<file path="config.mk">
export PLATFORM = sky130hd
export DESIGN_NAME = iir_inverse_decoder
export DESIGN_NICKNAME = d
export VERILOG_FILES = /design/src/rtl/iir_inverse_decoder.sv
export SDC_FILE = /design/constraint.sdc
export NUM_CORES = 1
export LEC_CHECK = 0
export ABC_AREA = 1
export BUFFER_PORTS_ARGS = -buffer_cell sky130_fd_sc_hd__buf_2
export CELL_PAD_IN_SITES_DETAIL_PLACEMENT = 0
export CELL_PAD_IN_SITES_GLOBAL_PLACEMENT = 2
export CORE_ASPECT_RATIO = 0.7
export CORE_MARGIN = 4
export CORE_UTILIZATION = 32
export CTS_CLUSTER_DIAMETER = 40
export DETAILED_ROUTE_END_ITERATION = 8
export HOLD_SLACK_MARGIN = 0.06
export PLACE_DENSITY = 0.76
export RECOVER_POWER = 25
export SLEW_MARGIN = 5
export SYNTH_ARGS = -nofsm -noshare
export SYNTH_HDL_FRONTEND = slang
export SYNTH_SLANG_ARGS = --single-unit
</file>
<file path="constraint.sdc">
create_clock -name clk -period 4.05 [get_ports clk]
set_clock_uncertainty 0.1 [all_clocks]
set_input_delay 0.81 -clock clk [delete_from_list [all_inputs] [get_ports clk]]
set_output_delay 0.81 -clock clk [all_outputs]
set_load 0.01 [all_outputs]
</file>
<file path="src/rtl/iir_inverse_decoder.sv">
// iir_inverse_decoder
// Recovers the 8-bit sample stream x[n] from the 13-bit output of the
// third-order IIR encoder
//   y = x_ext - x[n-1] + x[n-2] + x[n-3] + (y[n-1]>>1) - (y[n-2]>>2)  (mod 2^13)
// by running the inverse recurrence in the same modulo-2^13 arithmetic.
// Recovery is therefore bit-exact.
//
// Ports
//   clk, rst     : rising-edge clock, synchronous active-high reset
//   in_valid     : y_in holds a new encoded sample this cycle
//   y_in         : encoded sample y[n] (unsigned, 2 fractional bits)
//   x_out        : recovered sample x[n], registered
//   out_valid    : one-cycle pulse, 1 cycle after each accepted input
//   err          : sticky format-check failure, cleared only by rst
//   locked       : high while in RUN (history fully populated, no errors)
//   sample_cnt   : accepted-sample count, saturating
module iir_inverse_decoder #(
  parameter int NB_input       = 8,
  parameter int NB_o_fullscale = 13,
  parameter int NB_count       = 16
) (
  input  logic                      clk,
  input  logic                      rst,
  input  logic                      in_valid,
  input  logic [NB_o_fullscale-1:0] y_in,
  output logic [NB_input-1:0]       x_out,
  output logic                      out_valid,
  output logic                      err,
  output logic                      locked,
  output logic [NB_count-1:0]       sample_cnt
);

  localparam int NB_FRAC = 2;
  localparam int NB_HI   = NB_o_fullscale - NB_input - NB_FRAC;

  typedef enum logic [1:0] {
    WARMUP = 2'd0,
    RUN    = 2'd1,
    ERROR  = 2'd2
  } state_t;

  state_t state;
  logic [1:0] warm_cnt;

  // y history holds raw accepted inputs; xr history holds full-width x_rec
  // so the fractional and guard bits feed back exactly as the encoder saw them.
  logic [NB_o_fullscale-1:0] y1, y2;
  logic [NB_o_fullscale-1:0] xr1, xr2, xr3;
  logic [NB_o_fullscale-1:0] x_rec;
  logic                      fmt_ok;

  // All terms share one width, so the sum wraps mod 2^13 in any order.
  always_comb begin
    x_rec  = y_in - (y1 >> 1) + (y2 >> 2) + xr1 - xr2 - xr3;
    fmt_ok = (x_rec[NB_FRAC-1:0] == '0) &&
             (x_rec[NB_o_fullscale-1:NB_o_fullscale-NB_HI] == '0);
  end

  always_ff @(posedge clk) begin
    if (rst) begin
      y1         <= '0;
      y2         <= '0;
      xr1        <= '0;
      xr2        <= '0;
      xr3        <= '0;
      x_out      <= '0;
      out_valid  <= 1'b0;
      err        <= 1'b0;
      locked     <= 1'b0;
      sample_cnt <= '0;
      state      <= WARMUP;
      warm_cnt   <= '0;
    end else begin
      out_valid <= in_valid;
      if (in_valid) begin
        x_out <= x_rec[NB_input+NB_FRAC-1:NB_FRAC];
        y2    <= y1;
        y1    <= y_in;
        xr3   <= xr2;
        xr2   <= xr1;
        xr1   <= x_rec;
        if (sample_cnt != '1)
          sample_cnt <= sample_cnt + 1'b1;
        if (!fmt_ok)
          err <= 1'b1;

        case (state)
          WARMUP: begin
            if (!fmt_ok) begin
              state  <= ERROR;
              locked <= 1'b0;
            end else if (warm_cnt == 2'd2) begin
              // third clean sample: history now fully populated
              state  <= RUN;
              locked <= 1'b1;
            end else begin
              warm_cnt <= warm_cnt + 1'b1;
            end
          end
          RUN: begin
            if (!fmt_ok) begin
              state  <= ERROR;
              locked <= 1'b0;
            end
          end
          default: begin
            // ERROR is absorbing until rst
            state  <= ERROR;
            locked <= 1'b0;
          end
        endcase
      end
    end
  end

endmodule

</file>
==> results, run 1 <==
- After synthesis, the largest family of logic cells by area is adder cells.
- The final layout contains 786 nets.
- After synthesis, the cell types taking the most area are sky130_fd_sc_hd__dfxtp_1 32%, sky130_fd_sc_hd__fa_1 18%, sky130_fd_sc_hd__inv_1 12%, sky130_fd_sc_hd__a21oi_1 7.5%, sky130_fd_sc_hd__o21ai_0 6.7%.
- The total nets after synthesis is 741.
- The worst setup slack before clock tree synthesis is -0.3496 ns.
- After layout, the minimum clock period comes to 3.861 ns.
- The maximum VDD drop is 0.0005472 V.
- The max-slew violation count is 0.
- Data arrives at the worst endpoint at 3.96 ns.
- After clock tree synthesis, the setup repair step added 0 buffers.
- The mux share of post-synthesis cell area is 0.
- On the worst path, the slowest cell contributes a delay of 0.53 ns.
- Dividing the detail-routed wire length by the instance count gives 12.25 um.
- The area fraction of the dominant cell type after synthesis is 0.3229.
- The tool flagged a number of max-cap violations equal to 0.
- Using the TritonRoute via totals, the vias-per-cell ratio works out to 4.390.
- Adding up every negative setup slack in the final design gives 0 ns.
- For the pin with the worst max-slew slack, the measured transition is 0.9961 ns.
- The violation count after the first detailed-route iteration is 160.
- The overall fraction of global-route tracks in use is 0.1337.
- Setup slack on the critical path of the routed design comes to 0.1891 ns.
- For this run, design rule violations remaining after detail routing come to 0.
- The count of clock tree sinks is 84.
- Sorting the synthesized cells by how often they occur yields 162 x sky130_fd_sc_hd__inv_1, 84 x sky130_fd_sc_hd__dfxtp_1, 78 x sky130_fd_sc_hd__a21oi_1.
- Setup violations remaining at the end of the flow were counted as 0.
- The longest clock path from root to sink contains 2 buffers.
- The remaining max-slew budget at the tightest pin is 0.3352.
- The final cell area excluding filler cells is 6135 sq um.
- The async set-reset flop share out of synthesis is 0.
- The cell area after placement is 5712 sq um.
- Buffers inserted during clock tree synthesis total 9.
- Entering global routing, the biggest net connects 92 pins.
- The TritonCTS clock tree is yes.
- Once detailed placement completed, the half-perimeter wirelength came to 8435 um.
- The area growth from synthesis to layout is 17.80%.
- Static timing analysis puts the maximum clock frequency at 0.2590 GHz.
- The critical path goes through buf_2 -> inv_2 -> fa_1 -> inv_1 -> fa_1 -> inv_1 -> fa_1 -> inv_1 -> ha_4 -> nand2_2 -> nor2_2 -> nand3_1 -> nand3_2 -> inv_2 -> nand2_2 -> nand3_2 -> nor2_4 -> nand3_2 -> nand2_1 -> a21oi_1.
- The number of flip-flops and latches in the synthesized netlist is 84.
- In this run the worst hold path is classified as register to register.
- The die covers 18,410 sq um.
- After clock tree synthesis, the clock-pin slew on the worst setup and hold paths is 0.06 ns.
- The die boundary width is 160.5 um.
- Of the total synthesized cell area, the portion taken by XOR and XNOR cells is 0.01514.
- The basic-gate share of the synthesized area counting and, or, nand and nor cells is 0.1434.
- The biggest area contributor in the post-synthesis netlist is sky130_fd_sc_hd__dfxtp_1.
- The initial antenna violation count is 0.
- For this design the top-level I/O count stands at 43.
- The number of global-route vias before repair was 4,138.
- The flow ran to the end, and the final reports show no timing, DRC or antenna violations.
- The count of nets left with antenna violations once routing finished came out at 0.
- The kind of end point of the critical path is a register.
- The worst setup path is launched from a primary input.
- Summed over all layers, the global routing overflow is 0.
- Hold timing on the final database bottoms out at a slack of 0.3887 ns.
- The data required time of the critical path is 4.15 ns.
- The H-tree was split into 3 levels.
- The fraction of the mapped netlist area in adder cells is 0.2153.
- The static leakage is 2.732 nW.
- The clock insertion delay at the later pin of the skew report is 0.34 ns.
- The first global-routing pass estimated 19,980 um of wire.
- The start-to-end type of the worst setup path is primary input to register.
- In the final layout, the share of cells above drive strength 1 is 0.1521.
- Among all flip-flop cells after synthesis, the most frequent one is sky130_fd_sc_hd__dfxtp_1.
- The instance count of the mapped netlist is 663.
- The synthesized design contains 0 enable-type register cells.
- At the end of routability-driven placement, the weighted congestion stood at 0.7774.
- The final period utilization is 0.9533.
- The count of TritonRoute iterations in the first routing pass is 4.
- The total power density per cell area is 999.4 nW/um^2.
- The hold violation count in the final report is 0.
- The cell chosen for the clock root is sky130_fd_sc_hd__clkbuf_16.
- The compound-gate portion of the synthesized area is 0.1533.
- Port buffering added 42 buffers.
- The die outline height is 114.7 um.
- The hold buffer count at CTS is 0.
- The slowest stage of the critical path belongs to the cell sky130_fd_sc_hd__fa_1.
- The mapped netlist covers 5207 sq um.
- The routed design has 11,400 um of wire.
- The repair_antennas step left the layout with diodes totalling 0.
- The part of the Yosys area used for sequential elements is 0.3229.
- The average footprint of a synthesized cell is 7.854 sq um.
- The initialized floorplan defines 38 standard-cell rows.
- For this configuration, the core starts out at a cell density of 0.3309.
- The number of library cell types mapped by synthesis is 37.
- For this run, the number of Yosys warnings is 0.
- The area of the core is 15,740 sq um.
- Detailed routing inserted a total of 4,083 vias.
- The peak fanout along the critical path is 5.
- The most common cell in the synthesized netlist is sky130_fd_sc_hd__inv_1.
[stage by stage]
stage	std cells	total power [W]	utilization
CTS	930	0.005711	0.3816
floorplan	663	0.003619	-
finish	930	0.006131	0.3898
detailed placement	917	0.004800	0.3629
global placement	917	0.004793	0.3629
global route	930	0.006849	0.3898
[layout make-up]
type                       instances  area [sq um]
clock inverter                     3         65.06
timing repair buffer              64         347.8
multi-input combinational        381          2905
fill                            1638          9603
sequential                        84          1682
inverter                         168         630.6
clock buffer                      10         229.0
tap                              220         275.3
[cells by family (layout without fill, tap and decap cells)]
kind of cell               after synthesis  count (layout)
AOI/OAI and AO/OA                      156             156
xor gates and xnor gates                 9               9
adders and majority gates               62              62
buffers and inverters                  198             245
DFF                                     84              84
and+or+nand+nor                        154             154
[registers in the layout, summed over array words and instances, names as in the netlist]
name	cells
err	1
out_valid	1
sample_cnt	16
state	2
warm_cnt	2
x_out	7
xr1	6
xr2	13
xr3	13
y1	12
y2	11
[repair_timing]
action / CTS / global route
endpoints found under the hold margin: 0 / 0
gates resized for setup: 0 / 32
endpoints found under the setup margin: 0 / 8
[final timing paths]
check                                     startpoint                       end  slack (ns)  depth (start not counted)
worst min-delay path            xr1[11]$_SDFFE_PP0P_      xr2[11]$_SDFFE_PP0P_        0.39                          2
worst max register to register    y2[3]$_SDFFE_PP0P_  warm_cnt[0]$_SDFFE_PP0P_        0.27                         17
worst min register to register  xr1[11]$_SDFFE_PP0P_      xr2[11]$_SDFFE_PP0P_        0.39                          2
worst max-delay path                         y_in[8]  warm_cnt[0]$_SDFFE_PP0P_        0.19                         20
[placed cells by master (no fill, tap or decap), types with 2 or more instances in the layout]
cell / netlist / routed
sky130_fd_sc_hd__inv_1: 162 / 157
sky130_fd_sc_hd__dfxtp_1: 84 / 84
sky130_fd_sc_hd__a21oi_1: 78 / 74
sky130_fd_sc_hd__o21ai_0: 70 / 70
sky130_fd_sc_hd__nand2_1: 60 / 57
sky130_fd_sc_hd__fa_1: 46 / 45
sky130_fd_sc_hd__nor2_1: 33 / 30
sky130_fd_sc_hd__clkbuf_1: 17 / 23
sky130_fd_sc_hd__buf_4: 8 / 22
sky130_fd_sc_hd__buf_2: 3 / 20
sky130_fd_sc_hd__nand3_1: 23 / 19
sky130_fd_sc_hd__nand2_2: 8 / 10
sky130_fd_sc_hd__inv_2: 5 / 10
sky130_fd_sc_hd__nand3_2: 5 / 9
sky130_fd_sc_hd__clkbuf_16: 0 / 9
sky130_fd_sc_hd__nor3_1: 8 / 8
sky130_fd_sc_hd__ha_4: 0 / 8
sky130_fd_sc_hd__ha_1: 16 / 7
sky130_fd_sc_hd__nand4_1: 5 / 5
sky130_fd_sc_hd__xnor2_1: 5 / 5
sky130_fd_sc_hd__nor2_2: 2 / 5
sky130_fd_sc_hd__a21oi_2: 0 / 4
sky130_fd_sc_hd__xor2_1: 4 / 4
sky130_fd_sc_hd__a31oi_1: 2 / 2
sky130_fd_sc_hd__and3_1: 2 / 2
sky130_fd_sc_hd__o21bai_1: 2 / 2
sky130_fd_sc_hd__nor3b_1: 2 / 2
sky130_fd_sc_hd__bufinv_16: 0 / 2
[power by group]
group / switching (W) / internal, W
sequential: 0.0000700 / 0.000935
combinational: 0.00231 / 0.00196
clock: 0.000326 / 0.000529
[layer usage]
| layer | global-route usage | vias up | routed length [um] |
|---|---|---|---|
| met3 | 0.03368 | 13 | 446 |
| met4 | 0.04642 | 0 | 172 |
| met5 | 0 | - | 0 |
| met1 | 0.1880 | 1888 | 5867 |
| met2 | 0.2017 | 48 | 4910 |
| li1 | - | 2134 | - |
[worst max-delay path, delay by kind of cell]
kind	cells	cell delay, ns
buffers and inverters	6	0.34
AO/OA/AOI/OAI	1	0.07
AND/OR/NAND/NOR	9	0.95
adder cells (fa/ha/maj)	4	1.82
Note: power is estimated with default switching activity, not from simulation.
==> run 2, diff against run 1 <==
--- a/config.mk
+++ b/config.mk
@@ -10,10 +10,11 @@
 export CELL_PAD_IN_SITES_DETAIL_PLACEMENT = 0
 export CELL_PAD_IN_SITES_GLOBAL_PLACEMENT = 2
 export CORE_ASPECT_RATIO = 0.7
-export CORE_MARGIN = 4
+export CORE_MARGIN = 2
 export CORE_UTILIZATION = 32
 export CTS_CLUSTER_DIAMETER = 40
 export DETAILED_ROUTE_END_ITERATION = 8
+export GPL_TIMING_DRIVEN = 0
 export HOLD_SLACK_MARGIN = 0.06
 export PLACE_DENSITY = 0.76
 export RECOVER_POWER = 25
==> run 2 against run 1 <==
Count of clock-buffer cells in the layout is 2 higher. Flip-flop and latch count stayed put. Sequential share of layout area is 0.50 points lower. Global-route usage is 4.2 points higher. Wire length is 29% higher. Via count is 7.3% higher. Worst hold slack worse by 0.026 ns. Non-clock buffer count is 11 higher. Fmax is 1.4% lower. Final cell count is 0.65% lower. Die area is 5.9% lower. Design area is 1.9% higher.
==> results, run 2 (synthesized netlist as in run 1, its figures left out) <==
- The flow ran to the end, and the final reports show no timing, DRC or antenna violations.
- The area of the core is 15,690 sq um (-0.30%).
- The type of the worst min-delay path is register to register.
- The number of buffers on the longest clock path was 2 (unchanged).
- The setup slack after layout is 0.1330 ns (-0.05609 ns).
- The number of inserted filler cells in the final layout is 1,648 (+0.61%).
- The peak fanout along the critical path is 5 (unchanged).
- The overall fraction of global-route tracks in use is 0.1760 (+0.04227).
- The full die area was 17,330 sq um (-5.9%).
- The largest registers in the layout are sample_cnt: 16 flops, xr2: 13 flops, xr3: 13 flops.
- The ratio of cells with drive above 1 in the final layout came to 0.1740 (+0.02192).
- The number of buffers added by the clock tree synthesis step was 9 (unchanged).
- The count of clock tree sinks came to 84 (unchanged).
- The critical path is of the primary input to register type.
- The hold violation count in the final report is 0 (unchanged).
- The count of inserted antenna diode cells came to 0 (unchanged).
- The top-level port count came to 43 (unchanged).
- The data required time of the critical path is 4.18 ns (+0.03 ns).
- The final weighted congestion of routability-driven global placement is 0.7934 (+2.1%).
- The hold buffer count at CTS is 0 (unchanged).
- The residual antenna-violating net count after detailed routing is 0 (unchanged).
- The worst setup slack before clock tree synthesis came to -0.4241 ns (-0.07448 ns).
- The remaining max-slew budget at the tightest pin was 0.4513 (+0.1162).
- The die boundary width came to 156.5 um (-2.5%).
- The placed wire-length estimate after detailed placement was 11,010 um (+31%).
- The tightest hold margin is 0.3631 ns (-0.02558 ns).
- The cell chosen for the clock root is sky130_fd_sc_hd__clkbuf_16.
- The count of maximum capacitance violations is 0 (unchanged).
- The violation count after the first detailed-route iteration is 287 (+79%).
- The number of global-route vias before repair is 4,171 (+0.80%).
- The TritonCTS clock tree is yes.
- The die outline height is 110.7 um (-3.5%).
- Leaving out fill and tap cells, the most frequent cells in the layout are 158 x sky130_fd_sc_hd__inv_1, 83 x sky130_fd_sc_hd__dfxtp_1, 74 x sky130_fd_sc_hd__a21oi_1.
- The count of TritonRoute iterations in the first routing pass is 6 (+2).
- The kind of start point of the critical path is a primary input.
- The total wire length came to 14,730 um (+29%).
- The total via count after detailed routing was 4,382 (+7.3%).
- The maximum number of pins on one net before global-route repair is 14 (-85%).
- STA classifies the critical path endpoint as a register.
- The signal arrival time at the worst endpoint is 4.05 ns (+0.09 ns).
- The final period demand of the worst path is 3.917 ns (+0.05609 ns).
- From synthesis to final layout, the design area changed by 20.06%.
- The flip-flop count of the largest register, all copies and words added is 16 (unchanged).
- The max-slew violation count is 0 (unchanged).
- The final period utilization came to 0.9672 (+0.01385).
- The achievable clock frequency is 0.2553 GHz (-1.4%).
- The total number of H-tree levels was 3 (unchanged).
- The clock insertion delay at the later pin of the skew report is 0.34 ns (about the same).
- The register with the most flip-flops in the final layout is sample_cnt.
- The post-layout net count is 797 (+1.4%).
- The number of remaining DRC errors is 0 (unchanged).
- The starting density of the core was 0.3319 (+0.001003).
- The initial antenna violation count came to 0 (unchanged).
- The number of rows created at floorplan is 38 (unchanged).
- The setup violation total in the final timing report is 0 (unchanged).
- The first-pass GRT wire length is 23,050 um (+15%).
- The clock-pin slew on the worst setup and hold paths is 0.06 ns (about the same).
- The detail-routed via count per cell is 4.742 (+8.0%).
- The detailed-route wire length per cell is 15.94 um (+30%).
- The number of port buffers is 42 (unchanged).
- The transition time at the pin with the least slew margin is 0.8230 ns (-0.1732 ns).
- The commonest non-fill, non-tap cell in the layout is sky130_fd_sc_hd__inv_1.
- The sum of overflow across all layers after global routing is 0 (unchanged).
run 2: routing by layer:
layer	routed length (um)	GRT usage	up-vias
met4	101	0.03058	0
met5	0	0	-
met3	669	0.03909	7
met1	7686	0.2680	2139
met2	6274	0.2561	77
li1	-	-	2159
run 2: path summary, 6_finish.rpt:
path                                                from                       end  slack, ns  cells past startpoint
worst max-delay path                             y_in[8]     state[0]$_SDFFE_PP0P_       0.13                     20
worst min-delay path            warm_cnt[0]$_SDFFE_PP0P_  warm_cnt[0]$_SDFFE_PP0P_       0.36                      2
worst max register to register        y2[3]$_SDFFE_PP0P_     state[0]$_SDFFE_PP0P_       0.15                     17
worst min register to register  warm_cnt[0]$_SDFFE_PP0P_  warm_cnt[0]$_SDFFE_PP0P_       0.36                      2
run 2: area by class of cell:
class,instances,area [sq um],share of cell area
clock inverters,4,47.55,0.007605
plain buffers,30,148.9,0.02381
inverters,168,630.6,0.1009
multi-input cells,381,3019,0.4829
flip-flops and latches,84,1683,0.2692
well taps,200,250.2,0.04002
clock buffers,12,256.5,0.04102
repair buffers,45,216.5,0.03462
run 2: per-stage QoR:
| stage | area (sq um) | setup TNS [ns] | instances | util |
|---|---|---|---|---|
| 6_report | 6252 | 0 | 924 | 0.3985 |
| 5_1_grt | 6252 | -0.09167 | 924 | 0.3985 |
| 4_1_cts | 6033 | 0 | 921 | 0.3845 |
| 3_5_place_dp | 5672 | -2.507 | 905 | 0.3615 |
| 3_3_place_gp | 5672 | -2.371 | 905 | 0.3615 |
| 2_1_floorplan | 5211 | 0 | 663 | - |
run 2: repair_timing:
item | in CTS | in global routing
gates resized for setup | 9 | 50
pin swaps | 0 | 22
endpoints found under the setup margin | 5 | 7
endpoints found under the hold margin | 0 | 0
buffers inserted | 0 | 3
run 2: worst max-delay path, stage by stage:
cell                      delay, ns
sky130_fd_sc_hd__buf_2         0.08
sky130_fd_sc_hd__inv_2         0.04
sky130_fd_sc_hd__fa_1          0.52
sky130_fd_sc_hd__inv_1         0.05
sky130_fd_sc_hd__fa_1          0.47
sky130_fd_sc_hd__inv_1         0.05
sky130_fd_sc_hd__fa_1          0.55
sky130_fd_sc_hd__inv_2         0.05
sky130_fd_sc_hd__ha_4          0.31
sky130_fd_sc_hd__nand2_4       0.07
sky130_fd_sc_hd__nor2_4        0.16
sky130_fd_sc_hd__nand2_2       0.11
sky130_fd_sc_hd__nand3_2       0.08
sky130_fd_sc_hd__nand2_1       0.05
sky130_fd_sc_hd__nand2_2       0.10
sky130_fd_sc_hd__nand3_2       0.09
sky130_fd_sc_hd__nor2_4        0.17
sky130_fd_sc_hd__nand2_2       0.09
sky130_fd_sc_hd__a21oi_2       0.13
sky130_fd_sc_hd__nor2_1        0.06
Power of run 2 is left out: the tool's default activity adds up to more than one toggle a clock period on the data nets, which glitch-free logic cannot reach.
